--- src/rtl/instr_issuer_if.sv ---
`timescale 1ns/1ps
`default_nettype none
// +----------------------------------------------------------------------+
// | instr_issuer_if : program-load / run-control / issue bus             |
// | Revision: 1.0                                                        |
// +----------------------------------------------------------------------+
interface instr_issuer_if #(
    parameter int INSTR_WIDTH    = 20,
    parameter int PROG_ADDR_BITS = 5
);
    logic                      load_en;
    logic [PROG_ADDR_BITS-1:0] load_addr;
    logic [INSTR_WIDTH-1:0]    load_data;
    logic [PROG_ADDR_BITS:0]   prog_len;
    logic                      start;
    logic                      stop;
    logic [INSTR_WIDTH-1:0]    instruction;
    logic                      issue_valid;
    logic                      busy;
    logic                      done;
    logic [PROG_ADDR_BITS-1:0] pc;

    modport master (
        output load_en, load_addr, load_data, prog_len, start, stop,
        input  instruction, issue_valid, busy, done, pc
    );

    modport slave (
        input  load_en, load_addr, load_data, prog_len, start, stop,
        output instruction, issue_valid, busy, done, pc
    );
endinterface
`default_nettype wire

--- src/rtl/instr_issuer.sv ---
`timescale 1ns/1ps
`default_nettype none
// +----------------------------------------------------------------------+
// | instr_issuer : issues a loaded program, holding each word for a      |
// | class-dependent cycle count. INSTR_ISSUER_LOOP_EN: loop until stop.  |
// | Revision: 1.0                                                        |
// +----------------------------------------------------------------------+
module instr_issuer #(
    parameter int INSTR_WIDTH    = 20,
    parameter int PROG_ADDR_BITS = 5,
    parameter int STD_CYCLES     = 3,
    parameter int MEM_CYCLES     = 4
) (
    input  logic           clk,
    input  logic           rst,
    instr_issuer_if.slave  bus
);
    localparam int DEPTH    = 1 << PROG_ADDR_BITS;
    localparam int HOLD_MAX = (STD_CYCLES > MEM_CYCLES) ? STD_CYCLES : MEM_CYCLES;
    localparam int HOLD_W   = $clog2(HOLD_MAX + 1);

    typedef enum logic [1:0] {
        S_IDLE  = 2'd0,
        S_ISSUE = 2'd1,
        S_DONE  = 2'd2
    } state_t;

    logic [INSTR_WIDTH-1:0]    store_q [DEPTH];
    state_t                    state_q, state_d;
    logic [PROG_ADDR_BITS-1:0] pc_q, pc_d;
    logic [PROG_ADDR_BITS:0]   len_q, len_d;
    logic [HOLD_W-1:0]         hold_q, hold_d;
    logic                      stop_q, stop_d;
    logic [INSTR_WIDTH-1:0]    instr_q, instr_d;
    logic                      valid_q, valid_d;

    logic [PROG_ADDR_BITS-1:0] w_pc_next;
    logic [PROG_ADDR_BITS-1:0] w_pc_adv;
    logic                      w_last;
    logic                      w_stop_now;
    logic                      w_end_run;
    logic [INSTR_WIDTH-1:0]    w_word0;
    logic [INSTR_WIDTH-1:0]    w_adv_word;

    // Hold count is taken from the class field in the top two bits.
    function automatic logic [HOLD_W-1:0] hold_for(input logic [INSTR_WIDTH-1:0] w);
        case (w[INSTR_WIDTH-1 -: 2])
            2'b00:   return HOLD_W'(1);
            2'b01:   return HOLD_W'(STD_CYCLES);
            default: return HOLD_W'(MEM_CYCLES);
        endcase
    endfunction

    assign w_pc_next  = pc_q + 1'b1;
    assign w_last     = ({1'b0, pc_q} == (len_q - 1'b1));
    assign w_stop_now = stop_q | bus.stop;
    assign w_word0    = store_q[{PROG_ADDR_BITS{1'b0}}];

`ifdef INSTR_ISSUER_LOOP_EN
    assign w_end_run = w_stop_now;
    assign w_pc_adv  = w_last ? {PROG_ADDR_BITS{1'b0}} : w_pc_next;
`else
    assign w_end_run = w_stop_now | w_last;
    assign w_pc_adv  = w_pc_next;
`endif

    assign w_adv_word = store_q[w_pc_adv];

    // Store has no reset so a program survives rst.
    always_ff @(posedge clk) begin
        if (state_q == S_IDLE && bus.load_en) begin
            store_q[bus.load_addr] <= bus.load_data;
        end
    end

    always_ff @(posedge clk or posedge rst) begin
        if (rst) begin
            state_q <= S_IDLE;
            pc_q    <= '0;
            len_q   <= '0;
            hold_q  <= '0;
            stop_q  <= 1'b0;
            instr_q <= '0;
            valid_q <= 1'b0;
        end else begin
            state_q <= state_d;
            pc_q    <= pc_d;
            len_q   <= len_d;
            hold_q  <= hold_d;
            stop_q  <= stop_d;
            instr_q <= instr_d;
            valid_q <= valid_d;
        end
    end

    always_comb begin
        state_d = state_q;
        pc_d    = pc_q;
        len_d   = len_q;
        hold_d  = hold_q;
        stop_d  = stop_q;
        instr_d = instr_q;
        valid_d = valid_q;
        case (state_q)
            S_IDLE: begin
                instr_d = '0;
                valid_d = 1'b0;
                stop_d  = 1'b0;
                hold_d  = '0;
                if (bus.start) begin
                    len_d = bus.prog_len;
                    pc_d  = '0;
                    if (bus.prog_len != '0) begin
                        state_d = S_ISSUE;
                        instr_d = w_word0;
                        valid_d = 1'b1;
                        hold_d  = hold_for(w_word0);
                    end else begin
                        state_d = S_DONE;
                    end
                end
            end
            S_ISSUE: begin
                stop_d = w_stop_now;
                if (hold_q > HOLD_W'(1)) begin
                    hold_d = hold_q - 1'b1;
                end else if (w_end_run) begin
                    state_d = S_DONE;
                    instr_d = '0;
                    valid_d = 1'b0;
                    hold_d  = '0;
                    stop_d  = 1'b0;
                end else begin
                    pc_d    = w_pc_adv;
                    instr_d = w_adv_word;
                    hold_d  = hold_for(w_adv_word);
                end
            end
            S_DONE: begin
                state_d = S_IDLE;
                instr_d = '0;
                valid_d = 1'b0;
                hold_d  = '0;
                stop_d  = 1'b0;
            end
            default: begin
                state_d = S_IDLE;
                instr_d = '0;
                valid_d = 1'b0;
                hold_d  = '0;
                stop_d  = 1'b0;
            end
        endcase
    end

    assign bus.instruction = instr_q;
    assign bus.issue_valid = valid_q;
    assign bus.busy        = (state_q == S_ISSUE);
    assign bus.done        = (state_q == S_DONE);
    assign bus.pc          = pc_q;
endmodule
`default_nettype wire

--- src/flat_wrapper.sv ---
// flat-port wrapper written by rule: the top's interface ports become plain ports
module instr_issuer_flat 
#(
    parameter int INSTR_WIDTH    = 20,
    parameter int PROG_ADDR_BITS = 5,
    parameter int STD_CYCLES     = 3,
    parameter int MEM_CYCLES     = 4
)
  (clk, rst, bus_load_en, bus_load_addr, bus_load_data, bus_prog_len, bus_start, bus_stop, bus_instruction, bus_issue_valid, bus_busy, bus_done, bus_pc);
  instr_issuer_if #(.INSTR_WIDTH(INSTR_WIDTH), .PROG_ADDR_BITS(PROG_ADDR_BITS)) bus_i ();
  input  logic clk;
  input  logic rst;
  input wire logic [$bits(bus_i.load_en)-1:0] bus_load_en;
  input wire logic [$bits(bus_i.load_addr)-1:0] bus_load_addr;
  input wire logic [$bits(bus_i.load_data)-1:0] bus_load_data;
  input wire logic [$bits(bus_i.prog_len)-1:0] bus_prog_len;
  input wire logic [$bits(bus_i.start)-1:0] bus_start;
  input wire logic [$bits(bus_i.stop)-1:0] bus_stop;
  output wire logic [$bits(bus_i.instruction)-1:0] bus_instruction;
  output wire logic [$bits(bus_i.issue_valid)-1:0] bus_issue_valid;
  output wire logic [$bits(bus_i.busy)-1:0] bus_busy;
  output wire logic [$bits(bus_i.done)-1:0] bus_done;
  output wire logic [$bits(bus_i.pc)-1:0] bus_pc;
  assign bus_i.load_en = bus_load_en;
  assign bus_i.load_addr = bus_load_addr;
  assign bus_i.load_data = bus_load_data;
  assign bus_i.prog_len = bus_prog_len;
  assign bus_i.start = bus_start;
  assign bus_i.stop = bus_stop;
  assign bus_instruction = bus_i.instruction;
  assign bus_issue_valid = bus_i.issue_valid;
  assign bus_busy = bus_i.busy;
  assign bus_done = bus_i.done;
  assign bus_pc = bus_i.pc;
  instr_issuer #(.INSTR_WIDTH(INSTR_WIDTH), .PROG_ADDR_BITS(PROG_ADDR_BITS), .STD_CYCLES(STD_CYCLES), .MEM_CYCLES(MEM_CYCLES)) u_core (.clk(clk), .rst(rst), .bus(bus_i));
endmodule
--- config.mk ---
export PLATFORM = sky130hd
export DESIGN_NAME = instr_issuer_flat
export DESIGN_NICKNAME = d
export VERILOG_FILES = /design/src/rtl/instr_issuer_if.sv /design/src/rtl/instr_issuer.sv /design/src/flat_wrapper.sv
export SDC_FILE = /design/constraint.sdc
export NUM_CORES = 1
export LEC_CHECK = 0
export BUFFER_PORTS_ARGS = -buffer_cell sky130_fd_sc_hd__buf_2
export CORE_ASPECT_RATIO = 1.5
export CORE_UTILIZATION = 50
export DETAILED_ROUTE_END_ITERATION = 6
export PLACE_DENSITY = 0.72
export SETUP_SLACK_MARGIN = 0.02
export SYNTH_ARGS = -nofsm -noshare
export SYNTH_HDL_FRONTEND = slang
export SYNTH_SLANG_ARGS = --single-unit
--- constraint.sdc ---
create_clock -name clk -period 4.2 [get_ports clk]
set_input_delay 0.84 -clock clk [delete_from_list [all_inputs] [get_ports clk]]
set_output_delay 0.84 -clock clk [all_outputs]
set_load 0.01 [all_outputs]
==> metrics.md <==
| Metric | Value |
|---|---|
| Outcome | finished, final reports clean |
| Num CTS Buffers | 57 |
| Routed Antenna Nets | 0 |
| Die height | 284 um |
| FF-to-FF path depth | 8 |
| Clock sink count | 678 |
| Syn Area/Cell | 19.7 um^2 |
| Ys async rst share | 0.0560 |
| Achievable Freq | 0.309 GHz |
| Drt total wl | 63000 um |
| Synth area leaders | edfxtp_1 (73%), mux4_2 (13%), dfrtp_1 (3.6%) |
| Final GP Congestion | 0.838 |
| CP required | 4.72 ns |
| Io pins | 64 |
| VDD IR max | 0.589 mV |
| Max_slew headroom | 0.190 |
| Fin Setup TNS | 0 ns |
| Total Nets Final | 1495 |
| Dpl cell area | 0.0280 mm^2 |
| Total Routing Usage GR | 0.236 |
| Worst min path class | input port to async pin |
| Slack of the critical path | 0.964 ns |
| Drt pass-1 iters | 5 |
| Post-CTS setup buffer count | 0 |
| Final period util | 0.771 |
| Cell Area, Synth | 0.0265 mm^2 |
| Skew-Pair Late Insertion Delay | 0.61 ns |
| Antenna fix cells | 0 |
| Routed via count | 13779 |
| Setup crit start kind | flip-flop |
| DR DRC count | 0 |
| Clock buffer depth | 3 |
| Cells after Synth | 1341 |
| CP Capture Type | flip-flop |
| Number of hold buffers added after CTS | 0 |
| Yosys top cell area share | 0.726 |
| # setup viols final | 0 |
| Minimum clock period | 3.24 ns |
| H-tree Lvls | 2 |
| Register area share after synthesis | 0.762 |
| Critical path peak fanout | 34 |
| Design Power | 0.0172 W |
| Vias in the first global route | 14287 |
| Fin. max-slew vios | 0 |
| PwrDens | 576 mW/mm^2 |
| Hold Violations, Final | 0 |
| # port buffers | 63 |
| Die area | 0.0539 mm^2 |
| Largest net degree at the start of global routing | 78 |
| Die W | 190 um |
| Synth area leader | edfxtp_1 |
| Yosys warns | 0 |
| Clock edge transition at the registers on the reported setup and hold paths | 0.07 ns |
| DR WL/cell | 28.9 um |
| CTS resizes | 0 |
| Drt via density | 6.32 |
| Seq cells post-synth | 678 |
| Global route overflow | 0 |
| Core Rows | 102 |
| Leakage | 9.60 nW |
| Std-Cell Core Area | 0.0519 mm^2 |
| DRT iter0 DRCs | 1386 |
| Max-Cap Viols | 0 |
| Main synth FF type | edfxtp_1 |
| Initial antenna violation count | 4 |
| Area grow syn2layout | 12.8% |
| Setup slack at placement | 0.978 ns |
| Post-layout instance area | 0.0298 mm^2 |
| CTS tree | built |
| Cell variety after synth | 52 |
| Post-DP HPWL | 38000 um |
| CP arrival | 3.76 ns |
| Critical path class | flip-flop to flip-flop |
| First-pass GRT wire length | 91600 um |
| Initial Util | 0.509 |
| RSZ-0062 raised after global routing | no |
| Layout Skew | 0.0171 ns |
| Worst slew pin tran | 1.22 ns |
| Syn_nets | 1381 |
| Share of cells above drive strength 1 | 0.275 |
| Number of synthesized flops with an enable pin | 640 |
| Clk root buf | clkbuf_16 |
## area by class of cell
cell class / instances / area, um^2
Timing Repair Buffer: 127 / 921
Sequential cell: 678 / 20200
Multi-Input combinational cell: 580 / 6050
Inverter: 11 / 41.3
Fill cell: 3740 / 22100
Tap cell: 676 / 846
Clock inverter: 37 / 327
Clock buffer: 71 / 1490
## placed cells by master (no fill, tap or decap), types with 2 or more instances in the layout
cell        count
mux4_2        156
nand2b_1        4
clkinv_1       15
a31oi_1        21
o22ai_1         4
buf_4          54
mux4_1          6
a311oi_1       18
xnor2_2         3
clkbuf_16      57
nand3_1        39
edfxtp_1      640
or3b_2          2
nor2_1          9
nand3b_1        3
a2111oi_0       3
ha_1            3
buf_12         10
nor3_1          4
inv_1          10
nand2_1       167
dfrtp_1        37
nor2_2         32
inv_6           3
o21ai_0         4
xnor2_1         6
o21ai_1        19
nor2b_1         7
buf_2          63
clkbuf_1       13
bufinv_16       5
clkinvlp_4      3
a22oi_1        18
or3_1           4
a21oi_1         4
mux2i_1         4
clkinv_2       11
and3_1         18
## registers in the layout, summed over array words and instances, names as in the netlist
register,flops
u_core.store_q,640
u_core.bus.instruction,20
u_core.len_q,6
u_core.bus.pc,5
u_core.hold_q,3
u_core.state_q,2
u_core.bus.issue_valid,1
u_core.stop_q,1
## layer usage
layer	track usage	wire, um	up-vias
met2	0.413	33500	676
met3	0.0361	4740	156
met4	0.106	2650	8
li1	-	-	5671
met1	0.287	22100	7268
met5	0	46	-
## critical path, cell delays in order (launching register included)
cell and delay (ns):
dfrtp_4 0.51, ha_4 0.21, xor2_4 0.64, buf_4 0.54, nand2_1 0.09, and3_1 0.20
a311oi_1 0.67, a31oi_1 0.10, o21ai_1 0.17
## stage by stage
stage / instances / utilization / hold WS, ns
2_1_floorplan: 1341 / - / 0.443
3_3_place_gp: 2072 / 0.540 / 0.462
3_5_place_dp: 2072 / 0.540 / 0.471
4_1_cts: 2180 / 0.575 / 0.373
5_1_grt: 2180 / 0.575 / 0.404
6_report: 2180 / 0.575 / 0.366
## path summary, 6_finish.rpt
kind	end	slack, ns	startpoint
max in group asynchronous	u_core.bus.pc[0]	3.39	rst
min	u_core.len_q[2]	0.37	rst
max	u_core.bus.instruction[12]	0.96	u_core.bus.pc[0]
max reg2reg	u_core.bus.instruction[12]	0.96	u_core.bus.pc[0]
min in group clk	u_core.len_q[5]	0.45	bus_prog_len[5]
min reg2reg	u_core.state_q[1]	0.48	u_core.state_q[1]
## power breakdown
| part | leakage, nW | internal, W | switching (W) |
|---|---|---|---|
| Combinational | 2.46 | 0.00203 | 0.00221 |
| Sequential | 6.26 | 0.00759 | 0.000154 |
| Clock | 0.884 | 0.00284 | 0.00237 |
| Total | 9.60 | 0.0125 | 0.00474 |
## kinds of logic after synthesis
kind of cell             synth area share
XOR/XNOR                          0.00435
AND/OR/NAND/NOR                    0.0489
flip-flops                          0.762
multiplexers                        0.142
adder cells (fa/ha/maj)           0.00189
AO/OA/AOI/OAI                      0.0262
buffers and inverters              0.0142
## synth_stat cells (2+ instances only)
| master | count |
|---|---|
| a2111oi_0 | 3 |
| a21oi_1 | 5 |
| a22oi_1 | 18 |
| a311oi_1 | 18 |
| a31oi_1 | 21 |
| and3_1 | 18 |
| buf_1 | 3 |
| buf_2 | 27 |
| buf_4 | 2 |
| clkbuf_1 | 38 |
| dfrtp_1 | 38 |
| edfxtp_1 | 640 |
| ha_1 | 4 |
| inv_1 | 11 |
| mux2i_1 | 4 |
| mux4_1 | 6 |
| mux4_2 | 156 |
| nand2_1 | 167 |
| nand2b_1 | 4 |
| nand3_1 | 39 |
| nand3b_1 | 3 |
| nor2_1 | 41 |
| nor2b_1 | 7 |
| nor3_1 | 4 |
| o21ai_0 | 4 |
| o21ai_1 | 19 |
| o22ai_1 | 4 |
| or3_1 | 4 |
| or3b_2 | 2 |
| xnor2_1 | 9 |
Power figures use the tool's default switching activity.
